**config.mk**
```make
export PLATFORM = sky130hd
export DESIGN_NAME = snake_sprite_compositor_flat
export DESIGN_NICKNAME = d
export VERILOG_FILES = /design/src/rtl/snake_sprite_if.sv /design/src/rtl/snake_sprite_compositor.sv /design/src/flat_wrapper.sv
export SDC_FILE = /design/constraint.sdc
export NUM_CORES = 1
export LEC_CHECK = 0
export BUFFER_PORTS_ARGS = -buffer_cell sky130_fd_sc_hd__buf_4
export CAP_MARGIN = 40
export CORE_MARGIN = 2
export CORE_UTILIZATION = 56
export CTS_CLUSTER_DIAMETER = 80
export DETAILED_ROUTE_END_ITERATION = 8
export HOLD_SLACK_MARGIN = 0.03
export PLACE_DENSITY = 0.85
export SETUP_SLACK_MARGIN = 0.05
export SYNTH_ARGS = -nofsm -noshare
export SYNTH_HDL_FRONTEND = slang
export SYNTH_SLANG_ARGS = --single-unit
```
**constraint.sdc**
```tcl
create_clock -name Clk -period 13.15 [get_ports Clk]
set_clock_uncertainty 0.05 [all_clocks]
set_input_delay 1.9725 -clock Clk [delete_from_list [all_inputs] [get_ports Clk]]
set_output_delay 1.9725 -clock Clk [all_outputs]
set_load 0.01 [all_outputs]
```
**src/rtl/snake_sprite_if.sv**
```systemverilog
// Shared head-sprite memory port: the compositor issues address/direction/snake select
// and gets back the texel colour one clock later.
interface snake_sprite_if #(
  parameter int ADDR_W = 10
);
  logic [ADDR_W-1:0] sprite_addr;
  logic [1:0]        sprite_dir;
  logic [1:0]        sprite_sel;
  logic [3:0]        sprite_red;
  logic [3:0]        sprite_green;
  logic [3:0]        sprite_blue;

  modport master (
    output sprite_addr, sprite_dir, sprite_sel,
    input  sprite_red, sprite_green, sprite_blue
  );

  modport slave (
    input  sprite_addr, sprite_dir, sprite_sel,
    output sprite_red, sprite_green, sprite_blue
  );
endinterface

```
**src/rtl/snake_sprite_compositor.sv**
```systemverilog
// Composites up to four keyboard-steered snake head sprites over a background pixel
// stream with a two-clock pipeline and a magenta (F,0,F) transparency key.
module snake_sprite_compositor #(
  parameter int NUM_SNAKES = 2,
  parameter int SPRITE_DIM = 24,
  parameter int COORD_W    = 10,
  parameter int ADDR_W     = $clog2(SPRITE_DIM*SPRITE_DIM)
) (
  input  logic                          Clk,
  input  logic                          Reset_n,
  input  logic [15:0]                   keycode,
  input  logic [COORD_W-1:0]            DrawX,
  input  logic [COORD_W-1:0]            DrawY,
  input  logic                          blank,
  input  logic [NUM_SNAKES*COORD_W-1:0] snake_x,
  input  logic [NUM_SNAKES*COORD_W-1:0] snake_y,
  input  logic [NUM_SNAKES-1:0]         snake_alive,
  input  logic [3:0]                    bg_red,
  input  logic [3:0]                    bg_green,
  input  logic [3:0]                    bg_blue,
  snake_sprite_if.master                spr,
  output logic [3:0]                    red,
  output logic [3:0]                    green,
  output logic [3:0]                    blue,
  output logic [2*NUM_SNAKES-1:0]       dir_state
);

  typedef enum logic [1:0] {
    DIR_UP    = 2'd0,
    DIR_LEFT  = 2'd1,
    DIR_DOWN  = 2'd2,
    DIR_RIGHT = 2'd3
  } dir_e;

  typedef struct packed {
    logic       valid;
    logic [1:0] snake;
    dir_e       dir;
  } key_req_t;

  typedef struct packed {
    logic [3:0] r;
    logic [3:0] g;
    logic [3:0] b;
  } rgb_t;

  localparam rgb_t COLOUR_KEY = '{r: 4'hF, g: 4'h0, b: 4'hF};
  // Reset orientation, snake i at [2*i +: 2]: snake0 right, 1 left, 2 down, 3 up.
  localparam logic [7:0] RESET_DIRS = {DIR_UP, DIR_DOWN, DIR_LEFT, DIR_RIGHT};

  localparam int HALF_I = SPRITE_DIM / 2;
  localparam logic signed [COORD_W:0] HIT_LO = (COORD_W+1)'(-HALF_I);
  localparam logic signed [COORD_W:0] HIT_HI = (COORD_W+1)'(HALF_I - 1);

  function automatic key_req_t decode_key(input logic [7:0] code);
    key_req_t req;
    req = '{valid: 1'b0, snake: 2'd0, dir: DIR_UP};
    case (code)
      8'h1A: req = '{1'b1, 2'd0, DIR_UP};
      8'h04: req = '{1'b1, 2'd0, DIR_LEFT};
      8'h16: req = '{1'b1, 2'd0, DIR_DOWN};
      8'h07: req = '{1'b1, 2'd0, DIR_RIGHT};
      8'h52: req = '{1'b1, 2'd1, DIR_UP};
      8'h50: req = '{1'b1, 2'd1, DIR_LEFT};
      8'h51: req = '{1'b1, 2'd1, DIR_DOWN};
      8'h4F: req = '{1'b1, 2'd1, DIR_RIGHT};
      8'h0C: req = '{1'b1, 2'd2, DIR_UP};
      8'h0D: req = '{1'b1, 2'd2, DIR_LEFT};
      8'h0E: req = '{1'b1, 2'd2, DIR_DOWN};
      8'h0F: req = '{1'b1, 2'd2, DIR_RIGHT};
      8'h60: req = '{1'b1, 2'd3, DIR_UP};
      8'h5C: req = '{1'b1, 2'd3, DIR_LEFT};
      8'h5A: req = '{1'b1, 2'd3, DIR_DOWN};
      8'h5E: req = '{1'b1, 2'd3, DIR_RIGHT};
      default: req = '{valid: 1'b0, snake: 2'd0, dir: DIR_UP};
    endcase
    if (int'(req.snake) >= NUM_SNAKES) req.valid = 1'b0;
    return req;
  endfunction

  dir_e                  pending [NUM_SNAKES];
  dir_e                  active  [NUM_SNAKES];
  dir_e                  key_dir [NUM_SNAKES];
  logic [NUM_SNAKES-1:0] key_load;
  key_req_t              req_lo;
  key_req_t              req_hi;
  logic                  frame_origin;

  assign req_lo       = decode_key(keycode[7:0]);
  assign req_hi       = decode_key(keycode[15:8]);
  assign frame_origin = (DrawX == '0) && (DrawY == '0);

  // NOTE: every variable gets its default before any condition so no path infers a latch.
  always_comb begin
    for (int i = 0; i < NUM_SNAKES; i++) begin
      key_load[i] = 1'b0;
      key_dir[i]  = pending[i];
      if (req_lo.valid && req_lo.snake == 2'(i)) begin
        key_load[i] = 1'b1;
        key_dir[i]  = req_lo.dir;
      end else if (req_hi.valid && req_hi.snake == 2'(i)) begin
        key_load[i] = 1'b1;
        key_dir[i]  = req_hi.dir;
      end
      // Opposite directions differ only in bit 1; a reversal request is dropped.
      if (key_dir[i] == dir_e'(active[i] ^ 2'd2)) key_load[i] = 1'b0;
    end
  end

  // NOTE: non-blocking so the frame-origin load sees pending as it was before this edge.
  always_ff @(posedge Clk or negedge Reset_n) begin
    if (!Reset_n) begin
      for (int i = 0; i < NUM_SNAKES; i++) begin
        pending[i] <= dir_e'(RESET_DIRS[2*i +: 2]);
        active[i]  <= dir_e'(RESET_DIRS[2*i +: 2]);
      end
    end else begin
      for (int i = 0; i < NUM_SNAKES; i++) begin
        if (key_load[i])  pending[i] <= key_dir[i];
        if (frame_origin) active[i]  <= pending[i];
      end
    end
  end

  always_comb begin
    for (int i = 0; i < NUM_SNAKES; i++) dir_state[2*i +: 2] = active[i];
  end

  // Signed offsets relative to each head centre; one extra bit keeps edge heads from wrapping.
  logic signed [COORD_W:0] dx [NUM_SNAKES];
  logic signed [COORD_W:0] dy [NUM_SNAKES];
  logic [NUM_SNAKES-1:0]   hit;
  logic                    any_hit;
  logic [ADDR_W-1:0]       off_x;
  logic [ADDR_W-1:0]       off_y;
  logic [1:0]              sel;
  dir_e                    sel_dir;

  always_comb begin
    for (int i = 0; i < NUM_SNAKES; i++) begin
      dx[i]  = $signed({1'b0, DrawX}) - $signed({1'b0, snake_x[i*COORD_W +: COORD_W]});
      dy[i]  = $signed({1'b0, DrawY}) - $signed({1'b0, snake_y[i*COORD_W +: COORD_W]});
      hit[i] = snake_alive[i] && (dx[i] >= HIT_LO) && (dx[i] <= HIT_HI)
                              && (dy[i] >= HIT_LO) && (dy[i] <= HIT_HI);
    end
  end

  // Walk downward so the lowest-index hitting snake is the one left selected.
  always_comb begin
    any_hit = 1'b0;
    sel     = 2'd0;
    sel_dir = DIR_UP;
    off_x   = '0;
    off_y   = '0;
    for (int i = NUM_SNAKES - 1; i >= 0; i--) begin
      if (hit[i]) begin
        any_hit = 1'b1;
        sel     = 2'(i);
        sel_dir = active[i];
        off_x   = ADDR_W'($unsigned(dx[i] - HIT_LO));
        off_y   = ADDR_W'($unsigned(dy[i] - HIT_LO));
      end
    end
    spr.sprite_addr = any_hit ? (off_y * ADDR_W'(SPRITE_DIM) + off_x) : '0;
    spr.sprite_dir  = any_hit ? sel_dir : DIR_UP;
    spr.sprite_sel  = any_hit ? sel : 2'd0;
  end

  // Stage 1 aligns hit/blank/bg with the sprite memory's one-clock read latency.
  logic hit_q;
  logic blank_q;
  rgb_t bg_q;
  rgb_t pix_q;
  rgb_t sprite_pix;

  assign sprite_pix = '{r: spr.sprite_red, g: spr.sprite_green, b: spr.sprite_blue};

  always_ff @(posedge Clk or negedge Reset_n) begin
    if (!Reset_n) begin
      hit_q   <= 1'b0;
      blank_q <= 1'b0;
      bg_q    <= '0;
      pix_q   <= '0;
    end else begin
      hit_q   <= any_hit;
      blank_q <= blank;
      bg_q    <= '{r: bg_red, g: bg_green, b: bg_blue};
      if (!blank_q)                              pix_q <= '0;
      else if (hit_q && sprite_pix != COLOUR_KEY) pix_q <= sprite_pix;
      else                                       pix_q <= bg_q;
    end
  end

  assign red   = pix_q.r;
  assign green = pix_q.g;
  assign blue  = pix_q.b;

endmodule

```
**src/flat_wrapper.sv**
```systemverilog
// flat-port wrapper written by rule: the top's interface ports become plain ports
module snake_sprite_compositor_flat 
#(
  parameter int NUM_SNAKES = 2,
  parameter int SPRITE_DIM = 24,
  parameter int COORD_W    = 10,
  parameter int ADDR_W     = $clog2(SPRITE_DIM*SPRITE_DIM)
)
  (Clk, Reset_n, keycode, DrawX, DrawY, blank, snake_x, snake_y, snake_alive, bg_red, bg_green, bg_blue, red, green, blue, dir_state, spr_sprite_addr, spr_sprite_dir, spr_sprite_sel, spr_sprite_red, spr_sprite_green, spr_sprite_blue);
  snake_sprite_if #(.ADDR_W(ADDR_W)) spr_i ();
  input  logic Clk;
  input  logic Reset_n;
  input  logic [15:0] keycode;
  input  logic [COORD_W-1:0] DrawX;
  input  logic [COORD_W-1:0] DrawY;
  input  logic blank;
  input  logic [NUM_SNAKES*COORD_W-1:0] snake_x;
  input  logic [NUM_SNAKES*COORD_W-1:0] snake_y;
  input  logic [NUM_SNAKES-1:0] snake_alive;
  input  logic [3:0] bg_red;
  input  logic [3:0] bg_green;
  input  logic [3:0] bg_blue;
  output logic [3:0] red;
  output logic [3:0] green;
  output logic [3:0] blue;
  output logic [2*NUM_SNAKES-1:0] dir_state;
  output wire logic [$bits(spr_i.sprite_addr)-1:0] spr_sprite_addr;
  output wire logic [$bits(spr_i.sprite_dir)-1:0] spr_sprite_dir;
  output wire logic [$bits(spr_i.sprite_sel)-1:0] spr_sprite_sel;
  input wire logic [$bits(spr_i.sprite_red)-1:0] spr_sprite_red;
  input wire logic [$bits(spr_i.sprite_green)-1:0] spr_sprite_green;
  input wire logic [$bits(spr_i.sprite_blue)-1:0] spr_sprite_blue;
  assign spr_sprite_addr = spr_i.sprite_addr;
  assign spr_sprite_dir = spr_i.sprite_dir;
  assign spr_sprite_sel = spr_i.sprite_sel;
  assign spr_i.sprite_red = spr_sprite_red;
  assign spr_i.sprite_green = spr_sprite_green;
  assign spr_i.sprite_blue = spr_sprite_blue;
  snake_sprite_compositor #(.NUM_SNAKES(NUM_SNAKES), .SPRITE_DIM(SPRITE_DIM), .COORD_W(COORD_W), .ADDR_W(ADDR_W)) u_core (.Clk(Clk), .Reset_n(Reset_n), .keycode(keycode), .DrawX(DrawX), .DrawY(DrawY), .blank(blank), .snake_x(snake_x), .snake_y(snake_y), .snake_alive(snake_alive), .bg_red(bg_red), .bg_green(bg_green), .bg_blue(bg_blue), .spr(spr_i), .red(red), .green(green), .blue(blue), .dir_state(dir_state));
endmodule
```
==> metrics.cfg <==
[synth]
synth_edf_count = 0
synth_fa_ha_area_share_pct = 17.4
netlist_instances = 665
async_flop_share_pct = 100
synth_compound_area_share_pct = 23.0
synth.distinct_cells = 85
yosys.area.top_type = ha_1
synthXorXnorAreaFrac_pct = 9.20
synth.area.mux_share_pct = 4.88
synthesis.area_sq_um = 5280
synth.area.top_cells = ha_1 (15%), dfrtp_1 (13%), inv_1 (5.3%)
synth_top_family_by_area = compound AO/OA/AOI/OAI gates
synth_ff_type = dfrtp_1
ys_warn_count = 0
synth_seq_area_share_pct = 16.3
synth_nets = 839
yosysTopAreaCellShare_pct = 14.9
synth-seq-cells = 34
syn_area_per_cell_sq_um = 7.94
synth-simple-area-share_pct = 22.7

[clock_network]
cts_max_level = 2
cts.sinks = 34
numCtsBuffers = 5
path_clk_slew_ns = 0.06
clock-root-buffer = clkbuf_8
clockBufferDepth = 2
cts_hold_buf = 0
post_cts_resized = 0
post_cts_buffers = 0
cts_tree = built
clk-insertion-delay-late_ns = 0.28

[status]
status = finished clean

[die]
die_x_um = 101
die_h_um = 101
start_util_pct = 57.4
boundaryPins = 135
core_area_sq_um = 9200
placement_rows = 35
dieArea_sq_um = 10200

[final_layout]
syn2layout_area_growth_pct = 22.6
layout_common_cells = buf_4 (135), inv_1 (75), ha_1 (63)
layout-drive-gt1-share_pct = 22.6
fin_nets = 970
final_common_cell = buf_4
fin_area_sq_um = 6470
antenna_cells = 0
fill_cells = 773

[sta]
finalCritPeriodShare_pct = 79.4
rsz0062_at_grt = false
hold_viol = 0
fmax_ghz = 0.0958
whs_ns = 0.463
fin_tns_setup_ns = 0
tightest_slew_ns = 0.692
layout_min_cycle_time_ns = 10.44
drv_slew = 0
max_slew_margin_pct = 53.9
setup_viol = 0

[placed_design]
port_buffers = 133
gp_congestion = 0.898
place_area_sq_um = 6380
dp_hpwl_mm = 11.8

[critical_path]
worst-path-buf-inv = 4
crit_slowest_cell = o22ai_2
crit_path_max_fanout = 19
cp_common_cell = ha_1
cp-end-kind = output pin
r2r_slack_ns = 11.44
required_ns = 11.13
path_depth = 26
worstPathArrival_ns = 8.42
slowest_delay_ns = 0.59
ff2ff_path_depth = 8
worstSetupStartpointType = input port
setup.worst_path.class = input port to output pin
critPathTopFamily = compound AO/OA/AOI/OAI gates

[global_route]
grt_max_degree = 37
grt_pass1_vias = 5140
grt_pass1_wl_mm = 23.3
antenna_found_initial = 0
grt_overflow = 0
grt_use_total_pct = 27.7

[drt]
wirelength_mm = 14.1
antenna_left = 0
first_pass_iters = 5
drc_errors = 0
num_vias = 5357
post_drt_via_cell_ratio = 5.90
avgRoutedWirePerCell_um = 15.6
drtIter0Drc = 199

[hold_path]
hp-class = flip-flop to flip-flop
holdPathStages = 2

[power]
p_per_area_nw_per_um2 = 65.7
ir_drop_uv = 45.9
leakagePower_nw = 3.30

[run]
max_cap_viol_count = 0

## power breakdown
group / switching [W] / leakage [nW] / internal, W
Sequential: 0.00000193 / 0.410 / 0.000109
Combinational: 0.000129 / 2.84 / 0.000107
Clock: 0.0000364 / 0.0472 / 0.0000420
Total: 0.000167 / 3.30 / 0.000258
## cell type report
| cell class | instances | area (sq um) | share of cell area, % |
|---|---|---|---|
| flip-flops and latches | 34 | 858 | 13.3 |
| clock buffers | 6 | 82.6 | 1.28 |
| well taps | 111 | 139 | 2.15 |
| repair buffers | 135 | 1010 | 15.7 |
| clock inverters | 2 | 12.5 | 0.193 |
| multi-input cells | 545 | 4080 | 63.1 |
| inverters | 75 | 282 | 4.35 |
## sequential cells by signal, indices dropped and copies added, names as in the netlist
name	flops
u_core.blue	4
u_core.blank_q	1
u_core.red	4
u_core.hit_q	1
u_core.green	4
u_core.pending	4
u_core.dir_state	4
u_core.bg_q	12
## cells in the mapped netlist, types with 5 or more instances
cell       n
nand2b_1  12
buf_2      5
and4_1     6
or2_2      5
fa_1       6
nor2b_1   24
o22ai_1   17
dfrtp_1   28
or3_1      7
nor4_1    10
nand3_1   10
dfstp_2    6
nand2_1   45
o21a_1    11
a21oi_1   35
a21o_1    12
o21ai_0   30
nand3b_1   6
nor2_1    47
ha_1      63
nor3_1    15
inv_1     75
mux2_2     6
mux2i_1   19
a211oi_1   7
xnor2_1   28
xor2_1    23
a31oi_1   10
## routing by layer
layer,GRT usage [%],part of all wire (%)
met4,8.00,2.3
met1,34.9,43
met3,2.91,6.1
met5,0,0
met2,49.8,49
## final timing paths
| check | from | end |
|---|---|---|
| worst min-delay path | u_core.pending[3] | u_core.dir_state[1] |
| worst min register to register | u_core.pending[3] | u_core.dir_state[1] |
| min in group asynchronous | Reset_n | u_core.bg_q[8] |
| max in group asynchronous | Reset_n | u_core.dir_state[0] |
| worst max register to register | u_core.pending[0] | u_core.pending[0] |
| worst max-delay path | DrawX[0] | spr_sprite_addr[9] |
## per-stage QoR
stage                     util (%)  std cells  setup slack, ns  total power, W
after global routing          70.4        908             2.10        0.000458
after floorplan                  -        665             3.84        0.000272
after global placement        69.3        899             3.04        0.000337
after detailed placement      69.3        900             2.79        0.000345
after CTS                     70.4        908             2.73        0.000424
final                         70.4        908             2.71        0.000425
## cells by family after synthesis
family | Yosys count
xor gates and xnor gates | 53
adders and majority gates | 70
and+or+nand+nor | 220
muxes | 25
buffers and inverters | 86
AOI/OAI and AO/OA | 176
other | 1
DFF | 34
## worst min-delay path, cell delays in order (launching register included)
cell	delay, ns
dfstp_2	0.39
nand2_1	0.05
o21ai_0	0.07
Power figures use the tool's default switching activity.
